**config.mk**
```make
export PLATFORM = sky130hd
export DESIGN_NAME = alu_rr_arbiter_flat
export DESIGN_NICKNAME = d
export VERILOG_FILES = /design/src/rtl/alu_pkg.sv /design/src/rtl/alu_rr_arbiter_if.sv /design/src/rtl/alu_rr_arbiter_alu.sv /design/src/rtl/alu_rr_arbiter.sv /design/src/flat_wrapper.sv
export SDC_FILE = /design/constraint.sdc
export NUM_CORES = 1
export LEC_CHECK = 0
export CORE_UTILIZATION = 45
export CTS_BUF_LIST = sky130_fd_sc_hd__clkbuf_4 sky130_fd_sc_hd__clkbuf_8
export CTS_CLUSTER_SIZE = 8
export DETAILED_ROUTE_END_ITERATION = 7
export MAX_ROUTING_LAYER = met4
export PLACE_DENSITY = 0.69
export SETUP_SLACK_MARGIN = 0.5
export SYNTH_ARGS = -nofsm -noshare
export SYNTH_HDL_FRONTEND = slang
export SYNTH_HIERARCHICAL = 1
export SYNTH_SLANG_ARGS = --single-unit
```
**constraint.sdc**
```tcl
create_clock -name clk -period 5.2 [get_ports clk]
set_input_delay 1.04 -clock clk [delete_from_list [all_inputs] [get_ports clk]]
set_output_delay 1.04 -clock clk [all_outputs]
set_load 0.01 [all_outputs]
```
**src/rtl/alu_pkg.sv**
```systemverilog
// Shared ALU definitions: opcode encoding, requester ID width and the
// operand bundle that the arbiter muxes onto the ALU.
package alu_pkg;

    localparam int REQ_ID_W   = 1;
    // Operand width the request bundle is built for; the arbiter's
    // DATA_WIDTH defaults to this value and must stay equal to it.
    localparam int ALU_DATA_W = 4;

    typedef enum logic [2:0] {
        ADD  = 3'b000,
        SUB  = 3'b001,
        MUL  = 3'b010,
        AND  = 3'b011,
        OR   = 3'b100,
        ADD2 = 3'b101
    } alu_op_e;

    // Raw 3-bit select so that the unused encodings 110/111 can be carried.
    typedef struct packed {
        logic [2:0]                   sel;
        logic signed [ALU_DATA_W-1:0] a;
        logic signed [ALU_DATA_W-1:0] b;
    } alu_req_t;

endpackage

```
**src/rtl/alu_rr_arbiter_if.sv**
```systemverilog
// Request/response bundle of the round-robin ALU arbiter. Signal names carry
// their direction as seen from the arbiter (slave side).
interface alu_rr_arbiter_if #(parameter int DATA_WIDTH = 4);
    import alu_pkg::*;

    logic                          req0_valid_in;
    logic                          req0_ready_out;
    logic [2:0]                    req0_sel_in;
    logic signed [DATA_WIDTH-1:0]  req0_a_in;
    logic signed [DATA_WIDTH-1:0]  req0_b_in;

    logic                          req1_valid_in;
    logic                          req1_ready_out;
    logic [2:0]                    req1_sel_in;
    logic signed [DATA_WIDTH-1:0]  req1_a_in;
    logic signed [DATA_WIDTH-1:0]  req1_b_in;

    logic                          rsp_valid_out;
    logic                          rsp_ready_in;
    logic [REQ_ID_W-1:0]           rsp_id_out;
    logic signed [2*DATA_WIDTH-1:0] rsp_data_out;

    modport slave (
        input  req0_valid_in, req0_sel_in, req0_a_in, req0_b_in,
        input  req1_valid_in, req1_sel_in, req1_a_in, req1_b_in,
        input  rsp_ready_in,
        output req0_ready_out, req1_ready_out,
        output rsp_valid_out, rsp_id_out, rsp_data_out
    );

    modport master (
        output req0_valid_in, req0_sel_in, req0_a_in, req0_b_in,
        output req1_valid_in, req1_sel_in, req1_a_in, req1_b_in,
        output rsp_ready_in,
        input  req0_ready_out, req1_ready_out,
        input  rsp_valid_out, rsp_id_out, rsp_data_out
    );

endinterface

```
**src/rtl/alu_rr_arbiter_alu.sv**
```systemverilog
// Shared combinational ALU: signed add/sub/mul and bitwise and/or, all
// sign-extended to a double-width result. Unused opcodes yield zero.
module alu
    import alu_pkg::*;
#(
    parameter int DATA_WIDTH = ALU_DATA_W
) (
    input  logic [2:0]                    sel_in,
    input  logic signed [DATA_WIDTH-1:0]  a_in,
    input  logic signed [DATA_WIDTH-1:0]  b_in,
    output logic signed [2*DATA_WIDTH-1:0] result_out
);

    localparam int RW = 2 * DATA_WIDTH;

    logic signed [RW-1:0] a_x;
    logic signed [RW-1:0] b_x;

    // Sign-extend first so every operation is computed at full result width.
    assign a_x = RW'(a_in);
    assign b_x = RW'(b_in);

    // Opcode decode.
    always_comb begin
        result_out = '0;
        case (sel_in)
            ADD, ADD2: result_out = a_x + b_x;
            SUB:       result_out = a_x - b_x;
            MUL:       result_out = a_x * b_x;
            AND:       result_out = a_x & b_x;
            OR:        result_out = a_x | b_x;
            default:   result_out = '0;
        endcase
    end

endmodule

```
**src/rtl/alu_rr_arbiter.sv**
```systemverilog
// Round-robin arbiter sharing one ALU between two requesters, with a
// single-entry tagged result buffer and valid/ready backpressure.
// Optional grant counters: define ALU_RR_ARBITER_STATS_EN.
module alu_rr_arbiter
    import alu_pkg::*;
#(
    parameter int DATA_WIDTH = ALU_DATA_W
) (
    input  logic              clk,
    input  logic              rst,
    alu_rr_arbiter_if.slave   arb_if
`ifdef ALU_RR_ARBITER_STATS_EN
    ,
    output logic [15:0]       grant_cnt0_out,
    output logic [15:0]       grant_cnt1_out
`endif
);

    localparam logic [0:0] ST_EMPTY = 1'b0;
    localparam logic [0:0] ST_FULL  = 1'b1;

    logic [0:0]                     state_q, state_d;
    logic [REQ_ID_W-1:0]            ptr_q, ptr_d;
    logic [REQ_ID_W-1:0]            rsp_id_q, rsp_id_d;
    logic signed [2*DATA_WIDTH-1:0] rsp_data_q, rsp_data_d;

    logic                           can_accept;
    logic                           gnt_vld;
    logic [REQ_ID_W-1:0]            gnt_id;
    alu_req_t                       req_mux;
    logic signed [2*DATA_WIDTH-1:0] alu_res;

    // Buffer may be refilled in the cycle it drains; nothing is accepted in reset.
    assign can_accept = !rst && ((state_q == ST_EMPTY) || arb_if.rsp_ready_in);

    // Grant: a lone requester wins outright, contention follows the pointer.
    always_comb begin
        gnt_vld = 1'b0;
        gnt_id  = '0;
        if (can_accept) begin
            if (arb_if.req0_valid_in && arb_if.req1_valid_in) begin
                gnt_vld = 1'b1;
                gnt_id  = ptr_q;
            end else if (arb_if.req0_valid_in) begin
                gnt_vld = 1'b1;
                gnt_id  = 1'b0;
            end else if (arb_if.req1_valid_in) begin
                gnt_vld = 1'b1;
                gnt_id  = 1'b1;
            end
        end
    end

    assign arb_if.req0_ready_out = gnt_vld && (gnt_id == 1'b0);
    assign arb_if.req1_ready_out = gnt_vld && (gnt_id == 1'b1);

    // Operand mux; ALU sees zeros when nobody is granted.
    always_comb begin
        req_mux = '0;
        if (gnt_vld) begin
            if (gnt_id == 1'b1) begin
                req_mux.sel = arb_if.req1_sel_in;
                req_mux.a   = arb_if.req1_a_in;
                req_mux.b   = arb_if.req1_b_in;
            end else begin
                req_mux.sel = arb_if.req0_sel_in;
                req_mux.a   = arb_if.req0_a_in;
                req_mux.b   = arb_if.req0_b_in;
            end
        end
    end

    alu #(
        .DATA_WIDTH (DATA_WIDTH)
    ) alu_inst (
        .sel_in     (req_mux.sel),
        .a_in       (req_mux.a),
        .b_in       (req_mux.b),
        .result_out (alu_res)
    );

    // Next state: load on accept, empty on drain-only, hold when stalled.
    always_comb begin
        state_d    = state_q;
        ptr_d      = ptr_q;
        rsp_id_d   = rsp_id_q;
        rsp_data_d = rsp_data_q;
        if (gnt_vld) begin
            state_d    = ST_FULL;
            ptr_d      = ~gnt_id;
            rsp_id_d   = gnt_id;
            rsp_data_d = alu_res;
        end else if (arb_if.rsp_ready_in) begin
            state_d    = ST_EMPTY;
        end
    end

    // Result buffer, FSM and priority pointer registers.
    always_ff @(posedge clk or posedge rst) begin
        if (rst) begin
            state_q    <= ST_EMPTY;
            ptr_q      <= '0;
            rsp_id_q   <= '0;
            rsp_data_q <= '0;
        end else begin
            state_q    <= state_d;
            ptr_q      <= ptr_d;
            rsp_id_q   <= rsp_id_d;
            rsp_data_q <= rsp_data_d;
        end
    end

    assign arb_if.rsp_valid_out = (state_q == ST_FULL);
    assign arb_if.rsp_id_out    = rsp_id_q;
    assign arb_if.rsp_data_out  = rsp_data_q;

`ifdef ALU_RR_ARBITER_STATS_EN
    logic [15:0] cnt0_q, cnt1_q;

    // Saturating per-requester grant counters.
    always_ff @(posedge clk or posedge rst) begin
        if (rst) begin
            cnt0_q <= '0;
            cnt1_q <= '0;
        end else begin
            if (arb_if.req0_ready_out && arb_if.req0_valid_in && cnt0_q != 16'hFFFF)
                cnt0_q <= cnt0_q + 16'd1;
            if (arb_if.req1_ready_out && arb_if.req1_valid_in && cnt1_q != 16'hFFFF)
                cnt1_q <= cnt1_q + 16'd1;
        end
    end

    assign grant_cnt0_out = cnt0_q;
    assign grant_cnt1_out = cnt1_q;
`endif

endmodule

```
**src/flat_wrapper.sv**
```systemverilog
// flat-port wrapper written by rule: the top's interface ports become plain ports
module alu_rr_arbiter_flat import alu_pkg::*;
#(
    parameter int DATA_WIDTH = ALU_DATA_W
)
  (clk, rst, arb_if_req0_valid_in, arb_if_req0_sel_in, arb_if_req0_a_in, arb_if_req0_b_in, arb_if_req1_valid_in, arb_if_req1_sel_in, arb_if_req1_a_in, arb_if_req1_b_in, arb_if_rsp_ready_in, arb_if_req0_ready_out, arb_if_req1_ready_out, arb_if_rsp_valid_out, arb_if_rsp_id_out, arb_if_rsp_data_out);
  alu_rr_arbiter_if #(.DATA_WIDTH(DATA_WIDTH)) arb_if_i ();
  input  logic clk;
  input  logic rst;
  input wire logic [$bits(arb_if_i.req0_valid_in)-1:0] arb_if_req0_valid_in;
  input wire logic [$bits(arb_if_i.req0_sel_in)-1:0] arb_if_req0_sel_in;
  input wire logic [$bits(arb_if_i.req0_a_in)-1:0] arb_if_req0_a_in;
  input wire logic [$bits(arb_if_i.req0_b_in)-1:0] arb_if_req0_b_in;
  input wire logic [$bits(arb_if_i.req1_valid_in)-1:0] arb_if_req1_valid_in;
  input wire logic [$bits(arb_if_i.req1_sel_in)-1:0] arb_if_req1_sel_in;
  input wire logic [$bits(arb_if_i.req1_a_in)-1:0] arb_if_req1_a_in;
  input wire logic [$bits(arb_if_i.req1_b_in)-1:0] arb_if_req1_b_in;
  input wire logic [$bits(arb_if_i.rsp_ready_in)-1:0] arb_if_rsp_ready_in;
  output wire logic [$bits(arb_if_i.req0_ready_out)-1:0] arb_if_req0_ready_out;
  output wire logic [$bits(arb_if_i.req1_ready_out)-1:0] arb_if_req1_ready_out;
  output wire logic [$bits(arb_if_i.rsp_valid_out)-1:0] arb_if_rsp_valid_out;
  output wire logic [$bits(arb_if_i.rsp_id_out)-1:0] arb_if_rsp_id_out;
  output wire logic [$bits(arb_if_i.rsp_data_out)-1:0] arb_if_rsp_data_out;
  assign arb_if_i.req0_valid_in = arb_if_req0_valid_in;
  assign arb_if_i.req0_sel_in = arb_if_req0_sel_in;
  assign arb_if_i.req0_a_in = arb_if_req0_a_in;
  assign arb_if_i.req0_b_in = arb_if_req0_b_in;
  assign arb_if_i.req1_valid_in = arb_if_req1_valid_in;
  assign arb_if_i.req1_sel_in = arb_if_req1_sel_in;
  assign arb_if_i.req1_a_in = arb_if_req1_a_in;
  assign arb_if_i.req1_b_in = arb_if_req1_b_in;
  assign arb_if_i.rsp_ready_in = arb_if_rsp_ready_in;
  assign arb_if_req0_ready_out = arb_if_i.req0_ready_out;
  assign arb_if_req1_ready_out = arb_if_i.req1_ready_out;
  assign arb_if_rsp_valid_out = arb_if_i.rsp_valid_out;
  assign arb_if_rsp_id_out = arb_if_i.rsp_id_out;
  assign arb_if_rsp_data_out = arb_if_i.rsp_data_out;
  alu_rr_arbiter #(.DATA_WIDTH(DATA_WIDTH)) u_core (.clk(clk), .rst(rst), .arb_if(arb_if_i));
endmodule
```
Yosys cells after proc, flatten, opt, wreduce, memory -nomap -nowiden. Index checks and enable logic that the tools add are counted.

$add $sub $neg: 2. $mul: 1. Equality and inequality tests: 5. Mux-type cells: 12. Bitwise gates (word level): 4. Reduce and logical (&&, ||, !) cells: 9.

Operators by type and width (count): 8-bit one-hot mux with 5 select lines (1); 11-bit 2-to-1 mux (2); 1-bit 2-to-1 mux (9); 4-bit by 4-bit multiplier with 8-bit output (1); 3-bit by 2-bit equality test with 1-bit output, second input constant (2); 3-bit equality test, second input constant (2); 4-bit by 4-bit adder with 5-bit output (1); 4-bit by 4-bit subtractor with 5-bit output (1); 4-bit bitwise AND (1); 1-bit logical AND (4); 4-bit bitwise OR (1); 3-bit by 1-bit equality test with 1-bit output, second input constant (1); 3-bit logical NOT (1); 1-bit inverter (2); 2-bit nonzero test (1); 2-bit OR reduction (1); 1-bit logical NOT (1); 1-bit logical OR (1).

Flip-flop bits (word level): 11. Word-level logic and storage cells: 37.

Depth between registers and ports, before layout. Gate-level depths: netlist of run 1.

Depth in word-level cells: 9. Mapped depth: 19.

Cells and area by module. The synthesis of run 1 kept the hierarchy.

By module, submodules not included: alu (times used 1, cells each 142, area an instance 1131.1 um^2); alu_rr_arbiter (times used 1, cells each 47, area an instance 646.9 um^2).

Least setup slack after synthesis of run 1. No wires, ideal clock.

Path kind: in2reg. From: input arb_if_req0_valid_in. To: register u_core.rsp_data_q[7], in the netlist u_core/arb_if.rsp_data_out[7]. Arrival time: 5046 ps. Setup slack: 30 ps. Cell stages on the path: 17. Path buffers: 1. Path through: nor2b_2 > nor4b_4 > buf_6 > a22o_2 > nand2_1 > fa_1 > fa_1 > fa_1 > inv_1 > ha_1 > fa_1 > a21o_1 > a21oi_1 > xor2_1 > xnor2_1 > o21ai_1 > mux2_2.

RTL lines: from (decl) (line flat_wrapper.sv:10) `input wire logic [$bits(arb_if_i.req0_valid_in)-1:0] arb_if_req0_valid_in;`; to (signal assigned) (line alu_rr_arbiter.sv:109) `rsp_data_q <= rsp_data_d;`; to (decl) (line alu_rr_arbiter.sv:25) `logic signed [2*DATA_WIDTH-1:0] rsp_data_q, rsp_data_d;`.

==> reports/results.tsv, run 1 <==
metric	value	unit
outcome	complete, no violations	
whs_path_depth	1	
syn-num-nets	252	
ios	39	
relSlewSlack	51.1	%
min_from	u_core/arb_if.rsp_id_out	
ff2ff_path_depth	16	
ys_types	44	
tightest_slew	733	ps
n_fill_cell	298	
dpl.hpwl	3760	um
regToRegSetupSlack	690	ps
crit_family	adder cells	
antenna_cells	0	
fin_crit_sh	94.2	%
cts_buffer_depth	2	
multi_input_area	1430	sq um
gp_congestion	0.936	
antenna_found_initial	0	
post_drt_via_cell_ratio	5.20	
hold_viol	0	
end_kind	flop	
peakVddDrop	0.193	mV
arrival	5010	ps
drtAntennaViolNets	0	
avgSynthCellArea	9.41	sq um
synth.top_cell.area_share	17.6	%
syn_to_final_growth	46.4	%
routed_wl	4470	um
path_cells	buf_8 > a2111oi_4 > buf_6 > a22o_1 > nand2_1 > fa_2 > fa_1 > fa_1 > inv_2 > ha_4 > fa_2 > a21o_1 > a21oi_2 > xor2_1 > xnor2_1 > o21ai_1 > mux2_4	
crit_type	in -> reg	
drc_errors	0	
cts.clk_slew.worst_paths	50	ps
grt_use_total	24.2	%
post-route-util	70.0	%
place_inst	301	
regArea	275	sq um
grt_overflow_total	0	
final_net_count	327	
cts-root-buf	clkbuf_8	
worst_hold_slack	494	ps
grt_pass1_wl	7740	um
cp_slowest_stage_delay	550	ps
finClkSkew	1.07	ps
timing.rr.start	u_core/ptr_q	
start_util	47.8	%
p_leak	1.28	nW
fp.dieH	64.9	um
critPathLaunchType	input pin	
drv_cap	0	
first_global_vias	1719	
synth-edff-count	0	
h-tree-depth	1	
grt_max_degree	14	
die_w	64.9	um
clock-sinks	11	
async_flop_share	100	%
yosysWarnings	6	
cts_made_buffers	3	
max_freq	204	MHz
cp_slowest_cell	fa_2	
min_path_type	reg -> reg	
hold_end	u_core/arb_if.rsp_id_out	
setup_viol	0	
ys.flop_type	dfrtp_1	
io_buffers	38	
layout-drive-gt1-share	32.7	%
critPathLaunch	rst	
worstPathRequired	5310	ps
fin_cells	311	
dr_total_vias	1618	
grt_setup_unrepaired	true	
dieArea	4210	sq um
setup_tns	0	ps
drt_first_pass_iters	4	
clk_latency	230	ps
crit_buf_inv	3	
synthCells	189	
cts_tree	done	
ys_top_cells_by_area	ha_1 (18%), dfrtp_1 (15%), fa_1 (12%)	
first_iter_violations	86	
core	3720	sq um
hold_buffers	0	
ys_ff_latch	11	
rows	22	
period_needed	4900	ps
reg2reg_to	u_core/arb_if.rsp_data_out[7]	
ys_seq_area_share	15.5	%
slew_viol_final	0	
power_density	192	nW/um^2
cp_max_fo	5	
syn_area	1780	sq um
yosys.area.top_type	ha_1	
wl_per_cell	14.4	um
[cell type report]
type	instances	area share (%)
clock buffer	4	1.87
inverter	29	4.18
multi-input combinational	144	54.9
sequential	11	10.6
tap	48	2.31
timing repair buffer	75	26.2
[what timing repair did]
action / in CTS / in global routing
pin swaps: 13 / 14
resized for setup: 26 / 8
buffers inserted: 5 / 0
gates cloned: 1 / 0
setup endpoints to repair: 4 / 3
[metrics by stage]
step | setup slack [ps] | area (sq um) | power [W]
2_1_floorplan | 217 | 1810 | 0.000280
3_3_place_gp | -348 | 2460 | 0.000397
3_5_place_dp | -476 | 2460 | 0.000405
4_1_cts | 172 | 2570 | 0.000502
5_1_grt | 117 | 2600 | 0.000539
6_report | 303 | 2600 | 0.000500
[registers in the layout, summed over array words and instances, names as in the netlist]
name	flops
u_core/arb_if.rsp_data_out	8
u_core/arb_if.rsp_id_out	1
u_core/arb_if.rsp_valid_out	1
u_core/ptr_q	1
[per-layer routing]
layer	up-vias	part of all wire [%]	wire (um)	global-route usage (%)
li1	800	-	-	-
met1	775	45	2000	29.9
met2	39	51	2280	42.4
met3	4	3.4	151	3.70
met4	0	0.85	38	3.33
met5	-	0	0	-
[logic make-up after synthesis]
kind of cell               share of synthesized area (%)
AOI/OAI and AO/OA                                   19.8
xor gates and xnor gates                            5.42
adders and majority gates                           30.0
buffers and inverters                               8.09
DFF                                                 15.5
muxes                                               7.11
and+or+nand+nor                                     14.1
[cells in the final DEF (no fill, tap or decap), drive strengths merged, types with 6 or more instances in the layout]
cell / netlist / routed
nand2: 8 / 8
ha: 25 / 25
buf: 3 / 41
nor2b: 6 / 6
a22o: 10 / 10
clkdlybuf4s50: 0 / 34
mux2: 10 / 10
dfrtp: 11 / 11
xnor2: 7 / 7
fa: 11 / 11
nor2: 12 / 12
inv: 29 / 29
a21o: 6 / 6
a21oi: 11 / 11
o21ai: 6 / 6
[where the power goes]
part	internal, W	switching (W)
sequential	0.000109	0.0000136
combinational	0.000165	0.000126
clock	0.0000587	0.0000281
total	0.000333	0.000167
[cells in the mapped netlist (all sizes together), types with 2 or more instances]
cell type,number
o21ai,6
a31oi,2
dfrtp,11
fa,11
nor2,12
ha,25
xor2,4
nand3,2
nand2b,3
a21oi,11
inv,29
mux2,10
nor3b,2
nor3,3
nor2b,6
a221oi,2
xnor2,7
buf,3
a22o,10
nand2,8
a21o,6
clkbuf,2
[worst max path at each step]
stage                     cells past startpoint                            end  slack [ps]
final                                        17  u_core/arb_if.rsp_data_out[7]         300
after global routing                         17  u_core/arb_if.rsp_data_out[7]         120
after CTS                                    17  u_core/arb_if.rsp_data_out[7]         170
after detailed placement                     17  u_core/arb_if.rsp_data_out[7]        -480
after global placement                       17  u_core/arb_if.rsp_data_out[7]        -350
after floorplan                              17  u_core/arb_if.rsp_data_out[7]         220
No activity file was read; power rests on OpenSTA's default activity.
==> inputs of run 2 (changes only) <==
Settings changed: CORE_UTILIZATION 45 to 53, CTS_CLUSTER_SIZE 8 to 25, PLACE_DENSITY 0.69 to 0.8.
==> run 2 against run 1 <==
  * Global-route usage up 3.3 points
  * Power down 5.3%
  * Via count down 0.56%
  * Sequential share of layout area up 0.20 points
  * Worst hold slack worse by 6.9 ps
  * First-iteration DRC count down 42%
  * Critical path depth up 1
  * Utilization up 12 points
  * Non-clock buffer count unchanged
  * Cell count down 1.3%
  * Clock-buffer cell count unchanged
  * Worst setup slack better by 5.1 ps
==> reports/results.tsv, run 2 (synthesized netlist as in run 1, its figures left out) <==
metric	value	unit
post_dp_cell_area	2450	sq um
arrival	5050	ps
regToRegSetupSlack	690	ps
fin_cells	307	
dpl.hpwl	3710	um
peakVddDrop	0.184	mV
post-route-util	81.6	%
min_path_type	reg -> reg	
start_util	56.8	%
slew_viol_final	0	
cts.clk_slew.worst_paths	80	ps
hold_viol	0	
finalInstanceArea	2550	sq um
grt_max_degree	14	
place_inst	297	
core	3130	sq um
cts-root-buf	clkbuf_4	
worstPathRequired	5360	ps
drt_first_pass_iters	4	
h-tree-depth	1	
setup_viol	0	
gp_congestion	0.879	
ios	39	
die_w	59.9	um
syn_to_final_growth	43.6	%
end_kind	flop	
finClkSkew	10.9	ps
p_leak	1.27	nW
grt_use_total	27.5	%
grt_overflow_total	0	
wl_per_cell	14.5	um
first_global_vias	1671	
outcome	complete, no violations	
rows	20	
drv_cap	0	
drc_errors	0	
first_iter_violations	50	
final_cell_mix	clkdlybuf4s50_1 (34), buf_4 (34), inv_1 (27)	
worst_hold_slack	487	ps
antenna_cells	0	
grt_pass1_wl	7170	um
cp_max_fo	7	
fin_crit_sh	94.1	%
post_drt_via_cell_ratio	5.24	
fp.dieH	59.9	um
clk_latency	270	ps
clock-sinks	11	
period_needed	4890	ps
cts_made_buffers	3	
cts_buffer_depth	2	
grt_setup_unrepaired	true	
relSlewSlack	52.4	%
n_fill_cell	203	
power	0.000474	W
dieArea	3590	sq um
power_density	185	nW/um^2
crit_type	in -> reg	
critPathLaunchType	input pin	
tightest_slew	713	ps
final_net_count	327	
cts_tree	done	
drtAntennaViolNets	0	
max_freq	204	MHz
routed_wl	4460	um
antenna_found_initial	0	
dr_total_vias	1609	
layout-drive-gt1-share	31.6	%
io_buffers	38	
largest_register_ffs	8	
[run 2: cell type report]
| type | instances | area [sq um] | share of cell area, % |
|---|---|---|---|
| clock buffers | 4 | 30.0 | 1.18 |
| inverters | 29 | 109 | 4.26 |
| multi-input cells | 144 | 1420 | 55.7 |
| flip-flops and latches | 11 | 275 | 10.8 |
| well taps | 44 | 55.1 | 2.16 |
| repair buffers | 75 | 662 | 25.9 |
[run 2: stage by stage]
stage	TNS, ps	worst slack (ps)
final	0	308
after global routing	0	169
after global placement	-233	-219
after floorplan	0	217
after detailed placement	-461	-351
after CTS	0	353
[run 2: final timing paths]
check                      depth (start not counted)                      from                            end
hold / removal                                     1  u_core/arb_if.rsp_id_out       u_core/arb_if.rsp_id_out
hold reg to reg                                    1  u_core/arb_if.rsp_id_out       u_core/arb_if.rsp_id_out
setup reg to reg                                  16              u_core/ptr_q  u_core/arb_if.rsp_data_out[7]
setup / recovery                                  18      arb_if_req0_valid_in  u_core/arb_if.rsp_data_out[7]
min in group asynchronous                          3                       rst  u_core/arb_if.rsp_data_out[3]
max in group asynchronous                          3                       rst  u_core/arb_if.rsp_data_out[1]
[run 2: metal layers]
| layer | up-vias | wire length (um) | GRT usage, % | part of all wire, % |
|---|---|---|---|---|
| li1 | 792 | - | - | - |
| met1 | 781 | 1910 | 30.3 | 43 |
| met2 | 36 | 2430 | 52.7 | 55 |
| met3 | 0 | 119 | 4.11 | 2.7 |
| met4 | 0 | 0 | 3.65 | 0 |
| met5 | - | 0 | - | 0 |
[run 2: power breakdown]
part           switching [W]  internal [W]  leakage (nW)
clock              0.0000296     0.0000349        0.0184
sequential         0.0000145      0.000109         0.141
combinational       0.000124      0.000162          1.11
total               0.000168      0.000306          1.27
[run 2: what timing repair did]
item                                    4_1_cts  5_1_grt
endpoints found under the setup margin        4        2
pin swaps                                    14        2
setup buffers                                 6        0
gates resized for setup                      26        3
hold buffers                                  0        0
[run 2: critical path, cell delays in order]
cell     delay (ps)
buf_6           100
nor2b_4         120
nor4b_4         240
buf_6           170
a22o_1          170
nand2_1          80
fa_1            580
fa_1            440
fa_1            520
inv_1            50
ha_2            170
fa_2            350
a21o_1          200
a21oi_2         140
xor2_1          180
xnor2_1         150
o21ai_1          70
mux2_4          270
==> inputs of run 3 (changes only) <==
Settings changed: RECOVER_POWER set to 100.
==> run 3 against run 2 <==
  * Register-to-register slack got worse by 30 ps
  * Global-route usage unchanged
  * Sequential power about the same
  * Design area down 1.0%
  * Combinational power is 4% lower
  * Worst hold slack got worse by 5.1 ps
  * Fmax shrank 1.6%
  * Power shrank 2.6%
  * Routed wire length decreased by 0.20%
  * First-iteration DRC count up 10%
  * Largest power group unchanged
==> reports/results.tsv, run 3 (synthesized netlist as in run 1, its figures left out) <==
metric	value	unit
fp.dieH	59.9	um
post_dp_cell_area	2450	sq um
final_cell_mix	buf_4 (33), inv_1 (27), clkdlybuf4s50_1 (24)	
grt_use_total	27.5	%
grt_overflow_total	0	
grt_setup_unrepaired	true	
final_net_count	327	
final_common_cell	buf_4	
io_buffers	38	
post-route-util	80.8	%
arrival	5130	ps
max_freq	201	MHz
crit_type	in -> reg	
layout-drive-gt1-share	29.7	%
largest_register_ffs	8	
switching_share	35.9	%
rows	20	
dpl.hpwl	3710	um
p_leak	1.27	nW
dieArea	3590	sq um
fin_crit_sh	95.6	%
drtAntennaViolNets	0	
antenna_cells	0	
tightest_slew	1170	ps
cp_max_fo	7	
place_ws	-351	ps
peakVddDrop	0.176	mV
critPathLaunchType	input pin	
regToRegSetupSlack	660	ps
grt_pass1_wl	7170	um
end_kind	flop	
n_fill_cell	212	
h-tree-depth	1	
dr_total_vias	1610	
drt_first_pass_iters	4	
combPwrFrac	59.7	%
pwr-share-clk	13.9	%
syn_to_final_growth	42.2	%
worstPathRequired	5360	ps
cts-root-buf	clkbuf_4	
setup_viol	0	
p_seq_share	26.4	%
cts_made_buffers	3	
drc_errors	0	
first_global_vias	1671	
start_util	56.8	%
gp_congestion	0.879	
hold_viol	0	
post_drt_via_cell_ratio	5.24	
p_int	0.000296	W
die_w	59.9	um
relSlewSlack	21.7	%
grt_max_degree	14	
cts.clk_slew.worst_paths	80	ps
finalInstanceArea	2530	sq um
drv_cap	0	
cts_tree	done	
power	0.000461	W
routed_wl	4450	um
finClkSkew	9.85	ps
wl_per_cell	14.5	um
worst_slack	227	ps
slew_viol_final	0	
clock-sinks	11	
switchingPower	0.000166	W
cts_buffer_depth	2	
period_needed	4970	ps
setup_tns	0	ps
min_path_type	reg -> reg	
power_density	182	nW/um^2
clk_latency	270	ps
first_iter_violations	55	
outcome	complete, no violations	
core	3130	sq um
antenna_found_initial	0	
ios	39	
==> run 3: worst max-delay path, cell delays in order <==
cell and delay [ps]:
clkbuf_1 150, a2111oi_4 340, buf_4 210, a22o_1 170, nand2_1 80, fa_1 580
fa_1 440, fa_1 520, inv_1 50, ha_2 170, fa_2 340, a21o_1 190
a21oi_1 170, xor2_1 190, xnor2_1 150, o21ai_1 80, mux2_4 270
==> run 3: final cells by class <==
type                    instances  area, sq um  share of cell area (%)
multi-input cells             144         1410                    55.7
repair buffers                 75          651                    25.7
flip-flops and latches         11          275                    10.9
inverters                      29          109                    4.31
well taps                      44         55.1                    2.18
clock buffers                   4         30.0                    1.19
==> run 3: worst paths after layout <==
path / from / endpoint / cells past startpoint
setup / recovery: rst / u_core/arb_if.rsp_data_out[7] / 17
hold / removal: u_core/arb_if.rsp_id_out / u_core/arb_if.rsp_id_out / 1
setup reg to reg: u_core/ptr_q / u_core/arb_if.rsp_data_out[7] / 16
hold reg to reg: u_core/arb_if.rsp_id_out / u_core/arb_if.rsp_id_out / 1
max in group asynchronous: rst / u_core/arb_if.rsp_data_out[1] / 3
min in group asynchronous: rst / u_core/arb_if.rsp_data_out[2] / 3
==> run 3: layer usage <==
layer / share of wire, % / GRT usage [%]
met5: 0 / -
met4: 0.43 / 3.65
met2: 54 / 52.7
met3: 2.4 / 4.11
met1: 43 / 30.3
==> run 3: timing repair <==
action	in CTS	in global routing
pin swaps	14	2
resized for setup	26	3
endpoints found under the setup margin	4	2
hold buffers	0	0
buffers inserted	6	0
==> run 3: power groups by stage <==
stage / Combinational, W / Sequential (W) / Clock [W]
after floorplan: 0.000146 / 0.000134 / 0
after global placement: 0.000269 / 0.000123 / 0
after detailed placement: 0.000278 / 0.000125 / 0
final: 0.000275 / 0.000122 / 0.0000643
after CTS: 0.000284 / 0.000123 / 0.0000668
after global routing: 0.000300 / 0.000123 / 0.0000717
==> run 3: metrics by stage <==
step                hold slack, ps  instances
floorplan                      518        189
global placement               466        297
detailed placement             472        297
CTS                            491        307
global route                   497        307
finish                         482        307
